## src/rtl/crypto_job_if.sv

```systemverilog
// Requester-side job/response bus of the crypto job sequencer.
// The master modport is the requester cluster; the slave modport is the sequencer.
interface crypto_job_if #(
   parameter int unsigned N_CH   = 4,
   parameter int unsigned DATA_W = 16,
   parameter int unsigned KEY_W  = 16
);
   logic [N_CH-1:0]        req_valid;
   logic [N_CH-1:0]        req_ready;
   logic [2*N_CH-1:0]      req_mode;
   logic [KEY_W*N_CH-1:0]  req_key;
   logic [DATA_W*N_CH-1:0] req_data;
   logic [N_CH-1:0]        rsp_valid;
   logic [N_CH-1:0]        rsp_ready;
   logic [DATA_W-1:0]      rsp_data;
   logic                   rsp_err;

   modport master (
      output req_valid, req_mode, req_key, req_data, rsp_ready,
      input  req_ready, rsp_valid, rsp_data, rsp_err
   );

   modport slave (
      input  req_valid, req_mode, req_key, req_data, rsp_ready,
      output req_ready, rsp_valid, rsp_data, rsp_err
   );
endinterface

```

## src/rtl/crypto_job_sequencer.sv

```systemverilog
// crypto_job_sequencer: round-robin front end for the crypto core. Accepts one job at a
// time from N_CH requesters, reloads the core (reset pulse) only when key or mode
// changed, starts the core, waits for fin with a timeout, and returns the result to
// the owning channel.
module crypto_job_sequencer #(
   parameter int unsigned N_CH    = 4,
   parameter int unsigned DATA_W  = 16,
   parameter int unsigned KEY_W   = 16,
   parameter int unsigned RST_CYC = 1,
   parameter int unsigned TIMEOUT = 1024
) (
   input  logic              clk,
   input  logic              rst,
   crypto_job_if.slave       job,
   output logic              core_rst_n_o,
   output logic [KEY_W-1:0]  core_key_o,
   output logic [1:0]        core_mode_o,
   output logic [DATA_W-1:0] core_data_o,
   output logic              core_bgn_o,
   input  logic              core_fin_i,
   input  logic [DATA_W-1:0] core_dout_i,
   output logic              busy_o
);

   localparam int unsigned CH_W  = (N_CH > 1) ? $clog2(N_CH) : 1;
   localparam int unsigned SUM_W = CH_W + 1;
   localparam int unsigned TMR_W = (TIMEOUT > 1) ? $clog2(TIMEOUT) : 1;
   localparam int unsigned RC_W  = 4;

   localparam logic [1:0] MODE_ENC = 2'b01;
   localparam logic [1:0] MODE_DEC = 2'b10;

   typedef enum logic [2:0] {
      S_IDLE  = 3'd0,
      S_KRST  = 3'd1,
      S_START = 3'd2,
      S_WAIT  = 3'd3,
      S_RESP  = 3'd4
   } state_e;

   state_e              state_q, state_d;
   logic [CH_W-1:0]     rr_ptr_q, rr_ptr_d;
   logic [CH_W-1:0]     ch_q, ch_d;
   logic                key_loaded_q, key_loaded_d;
   logic [KEY_W-1:0]    last_key_q, last_key_d;
   logic [1:0]          last_mode_q, last_mode_d;
   logic [KEY_W-1:0]    core_key_q, core_key_d;
   logic [1:0]          core_mode_q, core_mode_d;
   logic [DATA_W-1:0]   core_data_q, core_data_d;
   logic                core_rst_n_q, core_rst_n_d;
   logic                core_bgn_q, core_bgn_d;
   logic [TMR_W-1:0]    timer_q, timer_d;
   logic [RC_W-1:0]     rcnt_q, rcnt_d;
   logic [N_CH-1:0]     rsp_valid_q, rsp_valid_d;
   logic [DATA_W-1:0]   rsp_data_q, rsp_data_d;
   logic                rsp_err_q, rsp_err_d;
   logic                busy_q, busy_d;

   logic [CH_W-1:0]     grant_c;
   logic                grant_vld_c;
   logic [1:0]          sel_mode_c;
   logic [KEY_W-1:0]    sel_key_c;
   logic [DATA_W-1:0]   sel_data_c;
   logic                sel_mode_ok_c;
   logic                need_reload_c;

   // Round-robin pick: first requesting channel at or after rr_ptr, with wrap.
   always_comb begin
      logic [SUM_W-1:0] idx;
      grant_c     = '0;
      grant_vld_c = 1'b0;
      idx         = '0;
      for (int i = int'(N_CH) - 1; i >= 0; i--) begin
         idx = {1'b0, rr_ptr_q} + SUM_W'(i);
         if (idx >= SUM_W'(N_CH)) begin
            idx = idx - SUM_W'(N_CH);
         end
         if (job.req_valid[idx[CH_W-1:0]]) begin
            grant_c     = idx[CH_W-1:0];
            grant_vld_c = 1'b1;
         end
      end
   end

   // Payload of the granted channel and the reload decision against the loaded key/mode.
   always_comb begin
      sel_mode_c    = job.req_mode[grant_c*2 +: 2];
      sel_key_c     = job.req_key[grant_c*KEY_W +: KEY_W];
      sel_data_c    = job.req_data[grant_c*DATA_W +: DATA_W];
      sel_mode_ok_c = (sel_mode_c == MODE_ENC) || (sel_mode_c == MODE_DEC);
      need_reload_c = !key_loaded_q || (sel_key_c != last_key_q) || (sel_mode_c != last_mode_q);
   end

   // Next-state and registered-output computation.
   always_comb begin
      state_d       = state_q;
      rr_ptr_d      = rr_ptr_q;
      ch_d          = ch_q;
      key_loaded_d  = key_loaded_q;
      last_key_d    = last_key_q;
      last_mode_d   = last_mode_q;
      core_key_d    = core_key_q;
      core_mode_d   = core_mode_q;
      core_data_d   = core_data_q;
      timer_d       = timer_q;
      rcnt_d        = rcnt_q;
      rsp_data_d    = rsp_data_q;
      rsp_err_d     = rsp_err_q;
      job.req_ready = '0;

      unique case (state_q)
         S_IDLE: begin
            if (grant_vld_c) begin
               job.req_ready[grant_c] = 1'b1;
               ch_d = grant_c;
               if (!sel_mode_ok_c) begin
                  rsp_data_d = '0;
                  rsp_err_d  = 1'b1;
                  state_d    = S_RESP;
               end else begin
                  core_key_d  = sel_key_c;
                  core_mode_d = sel_mode_c;
                  core_data_d = sel_data_c;
                  if (need_reload_c) begin
                     rcnt_d  = RC_W'(RST_CYC - 1);
                     state_d = S_KRST;
                  end else begin
                     state_d = S_START;
                  end
               end
            end
         end
         S_KRST: begin
            if (rcnt_q == '0) begin
               state_d = S_START;
            end else begin
               rcnt_d = rcnt_q - RC_W'(1);
            end
         end
         S_START: begin
            timer_d = '0;
            state_d = S_WAIT;
         end
         S_WAIT: begin
            // fin on the last allowed cycle still wins over the timeout
            if (core_fin_i) begin
               rsp_data_d   = core_dout_i;
               rsp_err_d    = 1'b0;
               key_loaded_d = 1'b1;
               last_key_d   = core_key_q;
               last_mode_d  = core_mode_q;
               state_d      = S_RESP;
            end else if (timer_q == TMR_W'(TIMEOUT - 1)) begin
               rsp_data_d   = '0;
               rsp_err_d    = 1'b1;
               key_loaded_d = 1'b0;
               state_d      = S_RESP;
            end else begin
               timer_d = timer_q + TMR_W'(1);
            end
         end
         S_RESP: begin
            if (job.rsp_ready[ch_q]) begin
               rr_ptr_d   = (ch_q == CH_W'(N_CH - 1)) ? '0 : ch_q + CH_W'(1);
               rsp_data_d = '0;
               rsp_err_d  = 1'b0;
               state_d    = S_IDLE;
            end
         end
         default: begin
            state_d = S_IDLE;
         end
      endcase

      // Outputs are registered from the next state so they line up with state_q.
      rsp_valid_d  = (state_d == S_RESP) ? (N_CH'(1) << ch_d) : '0;
      core_rst_n_d = (state_d != S_KRST);
      core_bgn_d   = (state_d == S_START);
      busy_d       = (state_d != S_IDLE);
   end

   // State and output registers; reset aborts any job in flight and holds the core in reset.
   always_ff @(posedge clk or posedge rst) begin
      if (rst) begin
         state_q      <= S_IDLE;
         rr_ptr_q     <= '0;
         ch_q         <= '0;
         key_loaded_q <= 1'b0;
         last_key_q   <= '0;
         last_mode_q  <= '0;
         core_key_q   <= '0;
         core_mode_q  <= '0;
         core_data_q  <= '0;
         core_rst_n_q <= 1'b0;
         core_bgn_q   <= 1'b0;
         timer_q      <= '0;
         rcnt_q       <= '0;
         rsp_valid_q  <= '0;
         rsp_data_q   <= '0;
         rsp_err_q    <= 1'b0;
         busy_q       <= 1'b0;
      end else begin
         state_q      <= state_d;
         rr_ptr_q     <= rr_ptr_d;
         ch_q         <= ch_d;
         key_loaded_q <= key_loaded_d;
         last_key_q   <= last_key_d;
         last_mode_q  <= last_mode_d;
         core_key_q   <= core_key_d;
         core_mode_q  <= core_mode_d;
         core_data_q  <= core_data_d;
         core_rst_n_q <= core_rst_n_d;
         core_bgn_q   <= core_bgn_d;
         timer_q      <= timer_d;
         rcnt_q       <= rcnt_d;
         rsp_valid_q  <= rsp_valid_d;
         rsp_data_q   <= rsp_data_d;
         rsp_err_q    <= rsp_err_d;
         busy_q       <= busy_d;
      end
   end

   assign job.rsp_valid = rsp_valid_q;
   assign job.rsp_data  = rsp_data_q;
   assign job.rsp_err   = rsp_err_q;
   assign core_rst_n_o  = core_rst_n_q;
   assign core_key_o    = core_key_q;
   assign core_mode_o   = core_mode_q;
   assign core_data_o   = core_data_q;
   assign core_bgn_o    = core_bgn_q;
   assign busy_o        = busy_q;

endmodule

```

## src/flat_wrapper.sv

```systemverilog
// flat-port wrapper written by rule: the top's interface ports become plain ports
module crypto_job_sequencer_flat 
#(
   parameter int unsigned N_CH    = 4,
   parameter int unsigned DATA_W  = 16,
   parameter int unsigned KEY_W   = 16,
   parameter int unsigned RST_CYC = 1,
   parameter int unsigned TIMEOUT = 1024
)
  (clk, rst, core_rst_n_o, core_key_o, core_mode_o, core_data_o, core_bgn_o, core_fin_i, core_dout_i, busy_o, job_req_valid, job_req_mode, job_req_key, job_req_data, job_rsp_ready, job_req_ready, job_rsp_valid, job_rsp_data, job_rsp_err);
  crypto_job_if #(.N_CH(N_CH), .DATA_W(DATA_W), .KEY_W(KEY_W)) job_i ();
  input  logic clk;
  input  logic rst;
  output logic core_rst_n_o;
  output logic [KEY_W-1:0] core_key_o;
  output logic [1:0] core_mode_o;
  output logic [DATA_W-1:0] core_data_o;
  output logic core_bgn_o;
  input  logic core_fin_i;
  input  logic [DATA_W-1:0] core_dout_i;
  output logic busy_o;
  input wire logic [$bits(job_i.req_valid)-1:0] job_req_valid;
  input wire logic [$bits(job_i.req_mode)-1:0] job_req_mode;
  input wire logic [$bits(job_i.req_key)-1:0] job_req_key;
  input wire logic [$bits(job_i.req_data)-1:0] job_req_data;
  input wire logic [$bits(job_i.rsp_ready)-1:0] job_rsp_ready;
  output wire logic [$bits(job_i.req_ready)-1:0] job_req_ready;
  output wire logic [$bits(job_i.rsp_valid)-1:0] job_rsp_valid;
  output wire logic [$bits(job_i.rsp_data)-1:0] job_rsp_data;
  output wire logic [$bits(job_i.rsp_err)-1:0] job_rsp_err;
  assign job_i.req_valid = job_req_valid;
  assign job_i.req_mode = job_req_mode;
  assign job_i.req_key = job_req_key;
  assign job_i.req_data = job_req_data;
  assign job_i.rsp_ready = job_rsp_ready;
  assign job_req_ready = job_i.req_ready;
  assign job_rsp_valid = job_i.rsp_valid;
  assign job_rsp_data = job_i.rsp_data;
  assign job_rsp_err = job_i.rsp_err;
  crypto_job_sequencer #(.N_CH(N_CH), .DATA_W(DATA_W), .KEY_W(KEY_W), .RST_CYC(RST_CYC), .TIMEOUT(TIMEOUT)) u_core (.clk(clk), .rst(rst), .job(job_i), .core_rst_n_o(core_rst_n_o), .core_key_o(core_key_o), .core_mode_o(core_mode_o), .core_data_o(core_data_o), .core_bgn_o(core_bgn_o), .core_fin_i(core_fin_i), .core_dout_i(core_dout_i), .busy_o(busy_o));
endmodule
```

## config.mk

```make
export PLATFORM = sky130hd
export DESIGN_NAME = crypto_job_sequencer_flat
export DESIGN_NICKNAME = d
export VERILOG_FILES = /design/src/rtl/crypto_job_if.sv /design/src/rtl/crypto_job_sequencer.sv /design/src/flat_wrapper.sv
export SDC_FILE = /design/constraint.sdc
export NUM_CORES = 1
export LEC_CHECK = 0
export CAP_MARGIN = 10
export CORE_ASPECT_RATIO = 0.7
export CORE_MARGIN = 5
export CORE_UTILIZATION = 37
export DETAILED_ROUTE_END_ITERATION = 10
export PLACE_DENSITY = 0.69
export SLEW_MARGIN = 20
export SYNTH_ARGS = -nofsm -noshare
export SYNTH_HDL_FRONTEND = slang
export SYNTH_SLANG_ARGS = --single-unit
```

## constraint.sdc

```tcl
create_clock -name clk -period 4 [get_ports clk]
set_clock_uncertainty 0.15 [all_clocks]
set_input_delay 0.6 -clock clk [delete_from_list [all_inputs] [get_ports clk]]
set_output_delay 0.6 -clock clk [all_outputs]
set_load 0.005 [all_outputs]
```

==> After elaboration in Yosys (flattened, before gate mapping) <==
Cells that the tools add are included.
{ "classes": {"addsub": 10, "multipliers": 0, "div_mod_pow": 0, "n_lt_le_gt_ge": 11, "n_eq_ne": 22, "shifts": 4, "muxes": 60, "bitwise": 0, "reduce_logical": 19} }
{ "ops": {"columns": ["operator", "count"], "rows": [
  ["$shiftx 64x7->16", 2],
  ["$mux 16", 5],
  ["$pmux 16 s3", 1],
  ["$mux 4", 7],
  ["$mux 2", 12],
  ["$mux 10", 2],
  ["$pmux 10 s2", 1],
  ["$lt 2x3->1 const B", 6],
  ["$mux 3", 6],
  ["$mux 1", 17],
  ["$ne 16x16->1", 1],
  ["$pmux 3 s5", 1],
  ["$add 10x1->10 const B", 1],
  ["$bmux 1 s2", 5],
  ["$eq 10x10->1 const B", 1],
  ["$reduce_and 5->1", 2],
  ["$eq 3x2->1 const B", 3],
  ["$ge 3x3->1 const B", 3],
  ["$ne 2x1->1 const B", 4],
  ["$ne 2x2->1 const B", 4],
  ["$pmux 4 s2", 1],
  ["$shiftx 8x4->2", 1],
  ["$sub 2x1->2 const B", 4],
  ["$add 2x2->3 const B", 2],
  ["24 further kinds", 34]
]} }
{ "totals": {"ff_bits": 98, "latchBits": 0, "mem_bits_rw": 0, "rom_bits": 0, "output_inout_bits": 62, "memories": 0} }

==> Logic depth before layout (Yosys ltp) <==
{ "depth": {"ltp_word": 19, "mapped_depth": 13} }

==> Worst setup path after synthesis <==
OpenSTA, ideal clock, no wires.
{ "synth_timing": {"path_type": "in2reg", "from": "input job_req_valid[3]", "to": "register u_core.state_q[0]", "setup_time_ns": 0.131, "arrival_ns": 3.323, "t_required_ns": 3.719, "path_slack_ns": 0.396, "cell_stages": 10, "n_path_buf": 2, "cell_sequence": "buf_2 -> nor2_2 -> nor3_4 -> buf_6 -> mux2_1 -> a221o_1 -> a2111o_1 -> or4_1 -> o31a_1 -> or3_1"} }
{ "synth_via": {"elab_chain_cells": 14, "elab_cells_between_ends": 29} }
{ "synth_rtl": {"columns": ["item", "line_no", "text"], "rows": [
  ["start: declaration", "flat_wrapper.sv:22", "input wire logic [$bits(job_i.req_valid)-1:0] job_req_valid;"],
  ["$bmux 1 s2", "crypto_job_sequencer.sv:78", "if (job.req_valid[idx[CH_W-1:0]]) begin"],
  ["$mux 1 (implied by the code)", "crypto_job_sequencer.sv:78", null],
  ["$mux 2 (4 in series)", "crypto_job_sequencer.sv:78", null],
  ["$shiftx 64x7->16", "crypto_job_sequencer.sv:88", "sel_key_c = job.req_key[grant_c*KEY_W +: KEY_W];"],
  ["$ne 16x16->1", "crypto_job_sequencer.sv:91", "need_reload_c = !key_loaded_q || (sel_key_c != last_key_q) || (sel_mode_c != last_mode_q);"],
  ["$logic_or 1x1->1 (2 in series)", "crypto_job_sequencer.sv:91", null],
  ["$mux 2", "crypto_job_sequencer.sv:124", "if (need_reload_c) begin"],
  ["$mux 3", "crypto_job_sequencer.sv:116", "if (!sel_mode_ok_c) begin"],
  ["$mux 3 (*)", "crypto_job_sequencer.sv:113", "if (grant_vld_c) begin"],
  ["$pmux 3 s5 (*)", "crypto_job_sequencer.sv:111", "unique case (state_q)"],
  ["net u_core.state_d[0]", "crypto_job_sequencer.sv:41", "state_e state_q, state_d;"],
  ["end signal: assignment", "crypto_job_sequencer.sv:203", "state_q <= state_d;"],
  ["end: declaration", "crypto_job_sequencer.sv:41", null]
]} }
The timed path passes the listed nets; every way through them passes the cells marked *. The select of a mux whose other input is x is not followed.
A chain may end at the register's enable or synchronous reset.

==> Final worst setup path <==
{ "layout_timing": {"from": "input job_req_valid[2]", "to": "register u_core.state_q[0]"} }
The elaborated chain is that of the path after synthesis.

==> metrics.txt <==
# TYPE chip_impl_metric gauge
chip_impl_info{name="run_status",value="completed"} 1
chip_impl_info{name="crit-reg2reg-launch",value="u_core.rr_ptr_q[1]"} 1
chip_impl_metric{name="p_leak",unit="nW"} 3.95
chip_impl_metric{name="area_growth",unit="%"} 51.5
chip_impl_metric{name="syn_avg_cell_area",unit="µm²"} 8.12
chip_impl_metric{name="dr_wl_met2",unit="µm"} 9360
chip_impl_metric{name="cts_buffers",unit=""} 9
chip_impl_metric{name="power-per-cell-area",unit="mW/mm²"} 649
chip_impl_info{name="mostFrequentLayoutCells",value="224 x sky130_fd_sc_hd__clkdlybuf4s50_1, 207 x sky130_fd_sc_hd__nand2_1, 98 x sky130_fd_sc_hd__dfrtp_1, 64 x sky130_fd_sc_hd__o21ai_0, 44 x sky130_fd_sc_hd__nand3_1"} 1
chip_impl_metric{name="height_of_the_chip",unit="µm"} 116
chip_impl_metric{name="synthesis.instances",unit=""} 727
chip_impl_info{name="mostFrequentLayoutCell",value="sky130_fd_sc_hd__clkdlybuf4s50_1"} 1
chip_impl_metric{name="syn_nets",unit=""} 894
chip_impl_metric{name="grt.total_usage",unit="%"} 22.1
chip_impl_metric{name="clock_sinks",unit=""} 98
chip_impl_metric{name="route.detailed.drc",unit=""} 0
chip_impl_metric{name="synth-seq-cells",unit=""} 98
chip_impl_metric{name="port_buffer_count",unit=""} 224
chip_impl_metric{name="postCtsHoldBufs",unit=""} 0
chip_impl_metric{name="critical_path.n_buffers_inverters",unit=""} 2
chip_impl_metric{name="hold-path-cell-count",unit=""} 2
chip_impl_metric{name="asyncSetResetFlopFracSynth",unit="%"} 100
chip_impl_metric{name="routed-via-count",unit=""} 6135
chip_impl_metric{name="synth_edf_count",unit=""} 0
chip_impl_info{name="worst_path_dominant_cell_family",value="simple AND/OR/NAND/NOR gates"} 1
chip_impl_metric{name="post_route_cells_drive_above_1_share",unit="%"} 9.09
chip_impl_metric{name="fin_total_pwr",unit="W"} 0.00581
chip_impl_metric{name="grt_max_degree",unit=""} 62
chip_impl_metric{name="antenna-diode-count",unit=""} 0
chip_impl_metric{name="final_nets",unit=""} 1130
chip_impl_metric{name="initial_antenna_violation_count",unit=""} 0
chip_impl_metric{name="routedLengthMet1",unit="µm"} 9970
chip_impl_info{name="hold-path-endpoint",value="u_core.job.rsp_err"} 1
chip_impl_metric{name="synth_compound_area_share",unit="%"} 17.1
chip_impl_metric{name="worst_ir_drop_vdd",unit="mV"} 0.297
chip_impl_metric{name="required",unit="ns"} 4.07
chip_impl_info{name="dominant_combinational_cell_family_by_area_after_synthesis",value="simple AND/OR/NAND/NOR gates"} 1
chip_impl_metric{name="die-area",unit="mm²"} 0.0186
chip_impl_info{name="worst_setup_path_startpoint",value="job_req_valid[2]"} 1
chip_impl_metric{name="slew_violations",unit=""} 0
chip_impl_metric{name="critPathMaxStageDelay",unit="ns"} 0.54
chip_impl_metric{name="synth_simple_gate_area_share",unit="%"} 26.4
chip_impl_metric{name="ff2ff_setup_slack",unit="ns"} 0.38
chip_impl_metric{name="route.detailed.vias_per_inst",unit=""} 5.25
chip_impl_metric{name="period_needed",unit="ns"} 3.79
chip_impl_metric{name="setup-tns-final",unit="ns"} 0
chip_impl_metric{name="final-hold-violation-count",unit=""} 0
chip_impl_metric{name="post-cts-setup-buffers",unit=""} 0
chip_impl_metric{name="std_cell_rows",unit=""} 38
chip_impl_info{name="yosys_most_used_dff",value="sky130_fd_sc_hd__dfrtp_1"} 1
chip_impl_metric{name="max_root_sink_buffers",unit=""} 2
chip_impl_metric{name="ctsResizeCount",unit=""} 0
chip_impl_metric{name="drtPass1Iterations",unit=""} 5
chip_impl_metric{name="worst-endpoint-arrival",unit="ns"} 3.85
chip_impl_metric{name="hpwl",unit="µm"} 16500
chip_impl_metric{name="cts.clk_slew.worst_paths",unit="ns"} 0.06
chip_impl_metric{name="setup_violations",unit=""} 0
chip_impl_metric{name="synth_fa_ha_area_share",unit="%"} 0.847
chip_impl_info{name="hold_crit_class",value="flop to flop"} 1
chip_impl_metric{name="grt_pass1_vias",unit=""} 5904
chip_impl_info{name="cts-root-buf",value="sky130_fd_sc_hd__clkbuf_16"} 1
chip_impl_metric{name="globalplace.congestion",unit=""} 0.961
chip_impl_metric{name="seq_area_frac_synth",unit="%"} 41.5
chip_impl_info{name="tritoncts",value="yes"} 1
chip_impl_info{name="timing_worst_setup_path_type",value="primary input to flop"} 1
chip_impl_info{name="worstHoldStart",value="u_core.job.rsp_err"} 1
chip_impl_info{name="r2r_end",value="u_core.state_q[0]"} 1
chip_impl_metric{name="post_synth_instance_area",unit="mm²"} 0.00591
chip_impl_metric{name="critPathMaxFanout",unit=""} 9
chip_impl_metric{name="timing.slew.headroom",unit="%"} 30.4
chip_impl_metric{name="ctsHtreeMaxLevel",unit=""} 3
chip_impl_metric{name="synth.area.mux_share",unit="%"} 5.70
chip_impl_metric{name="rr_worst_depth",unit=""} 10
chip_impl_metric{name="detailed_route_wl",unit="µm"} 21100
chip_impl_metric{name="synth_warnings",unit=""} 0
chip_impl_metric{name="detail_route.iter0.violations",unit=""} 551
chip_impl_info{name="critical-path-slowest-cell",value="sky130_fd_sc_hd__mux4_2"} 1
chip_impl_metric{name="routedWlPerCell",unit="µm"} 18.1
chip_impl_metric{name="die_w",unit="µm"} 161
chip_impl_metric{name="ant_nets",unit=""} 0
chip_impl_metric{name="grt-ovfl-total",unit=""} 0
chip_impl_metric{name="io_pins",unit=""} 225
chip_impl_info{name="start_kind",value="primary input"} 1
chip_impl_metric{name="initial_core_util",unit="%"} 37.9
chip_impl_metric{name="dr_wl_met3",unit="µm"} 1630
chip_impl_info{name="timing.critical_path.cells",value="clkdlybuf4s50_1 -> mux2i_4 -> nor2_4 -> nor3_4 -> buf_4 -> mux4_2 -> xnor2_1 -> o21ai_0 -> or4_1 -> o31a_1 -> or3_1"} 1
chip_impl_metric{name="synth_xor_area_share",unit="%"} 3.71
chip_impl_info{name="top_layer",value="met4"} 1
chip_impl_metric{name="clkLatencyLatePin",unit="ns"} 0.34
chip_impl_metric{name="grt_pass1_wl",unit="µm"} 32800
chip_impl_metric{name="tightestPinTransition",unit="ns"} 1.04
chip_impl_metric{name="max_clk_rate",unit="MHz"} 264
chip_impl_metric{name="fin_crit_sh",unit="%"} 94.7
chip_impl_metric{name="max_cap_violations",unit=""} 0
chip_impl_info{name="rsz0062_at_grt",value="false"} 1
chip_impl_info{name="critical_path.endpoint_type",value="flop"} 1
chip_impl_metric{name="core",unit="mm²"} 0.0156
chip_impl_metric{name="synth.lib_cells_used.distinct",unit=""} 62
-- metal layers --
metal	vias to the layer above	GRT usage [%]
met2	240	33.5
li1	3000	-
met1	2883	33.1
met5	-	0
met4	0	2.95
met3	12	5.33
-- cell type report --
class	count	area [µm²]
Tap cell	200	250
Clock inverter	6	113
Fill cell	1402	6650
Inverter	24	92.6
Timing Repair Buffer	268	2600
Sequential cell	98	2450
Clock buffer	10	229
Multi-Input combinational cell	562	3210
-- metrics by stage --
step           hold slack (ns)  cell area, µm²  util (%)  setup slack, ns  cells
2_1_floorplan            0.317            5910         -            0.396    727
3_3_place_gp             0.314            8610      55.2          -0.0804   1152
3_5_place_dp             0.319            8610      55.2           -0.140   1152
4_1_cts                  0.335            8950      57.4            0.206   1168
5_1_grt                  0.351            8950      57.4           0.0491   1168
6_report                 0.327            8950      57.4            0.214   1168
-- where the power goes --
| part | internal, W | switching, W | leakage, nW |
|---|---|---|---|
| Clock | 0.000616 | 0.000387 | 0.167 |
| Sequential | 0.00138 | 0.000374 | 1.25 |
| Combinational | 0.00149 | 0.00157 | 2.52 |
-- worst max path at each step --
stage / endpoint / slack, ns / depth (start not counted)
2_1_floorplan: u_core.state_q[0] / 0.40 / 10
5_1_grt: u_core.rcnt_q[1] / 0.05 / 13
3_5_place_dp: u_core.state_q[0] / -0.14 / 11
4_1_cts: u_core.state_q[0] / 0.21 / 11
6_report: u_core.state_q[0] / 0.21 / 11
3_3_place_gp: u_core.state_q[0] / -0.08 / 11
-- worst register-to-register path, delay by kind of cell (launching register included) --
| kind | cells | cell delay (ns) |
|---|---|---|
| buffers and inverters | 1 | 0.25 |
| muxes | 2 | 0.86 |
| xor gates and xnor gates | 1 | 0.15 |
| AOI/OAI and AO/OA | 2 | 0.38 |
| DFF | 1 | 0.52 |
| and+or+nand+nor | 4 | 1.19 |
-- flip-flops by register name, indices dropped and copies added, names as in the netlist --
register / flops
u_core.core_data_o: 16
u_core.core_key_o: 16
u_core.job.rsp_data: 16
u_core.last_key_q: 16
u_core.timer_q: 10
u_core.job.rsp_valid: 4
u_core.rcnt_q: 4
u_core.state_q: 3
u_core.ch_q: 2
u_core.core_mode_o: 2
u_core.last_mode_q: 2
u_core.rr_ptr_q: 2
u_core.busy_o: 1
u_core.core_bgn_o: 1
u_core.core_rst_n_o: 1
u_core.job.rsp_err: 1
u_core.key_loaded_q: 1
-- synth_stat cells (all sizes together), types with 2 or more instances --
cell type | count | area share (%)
nand2 | 207 | 13
dfrtp | 98 | 42
o21ai | 64 | 5.4
nand3 | 45 | 3.8
nor2 | 40 | 2.7
clkbuf | 37 | 2.4
inv | 24 | 1.5
mux2i | 20 | 3.6
a21oi | 19 | 1.8
a22o | 17 | 2.5
nor3 | 15 | 1.5
xnor2 | 14 | 2.1
xor2 | 11 | 1.6
nor2b | 7 | 0.74
or2 | 7 | 0.74
buf | 6 | 0.87
nand2b | 6 | 0.76
nand4 | 6 | 0.64
o31ai | 6 | 0.76
or3 | 6 | 0.64
a211oi | 5 | 0.64
mux2 | 5 | 0.95
ha | 4 | 0.85
nor3b | 4 | 0.51
a221oi | 3 | 0.44
a31oi | 3 | 0.32
mux4 | 3 | 1.1
nor4 | 3 | 0.32
o2111ai | 3 | 0.44
o211ai | 3 | 0.38
o221ai | 3 | 0.44
o22ai | 3 | 0.32
o32ai | 3 | 0.44
o41ai | 3 | 0.57
a211o | 2 | 0.30
a21boi | 2 | 0.25
a221o | 2 | 0.34
a32oi | 2 | 0.30
and4 | 2 | 0.30
nand3b | 2 | 0.25
or4 | 2 | 0.25
-- kinds of logic after synthesis --
group | Yosys count
AOI/OAI and AO/OA | 152
xor gates and xnor gates | 25
adders and majority gates | 4
buffers and inverters | 67
DFF | 98
muxes | 28
and+or+nand+nor | 353
Power figures use the tool's default switching activity.
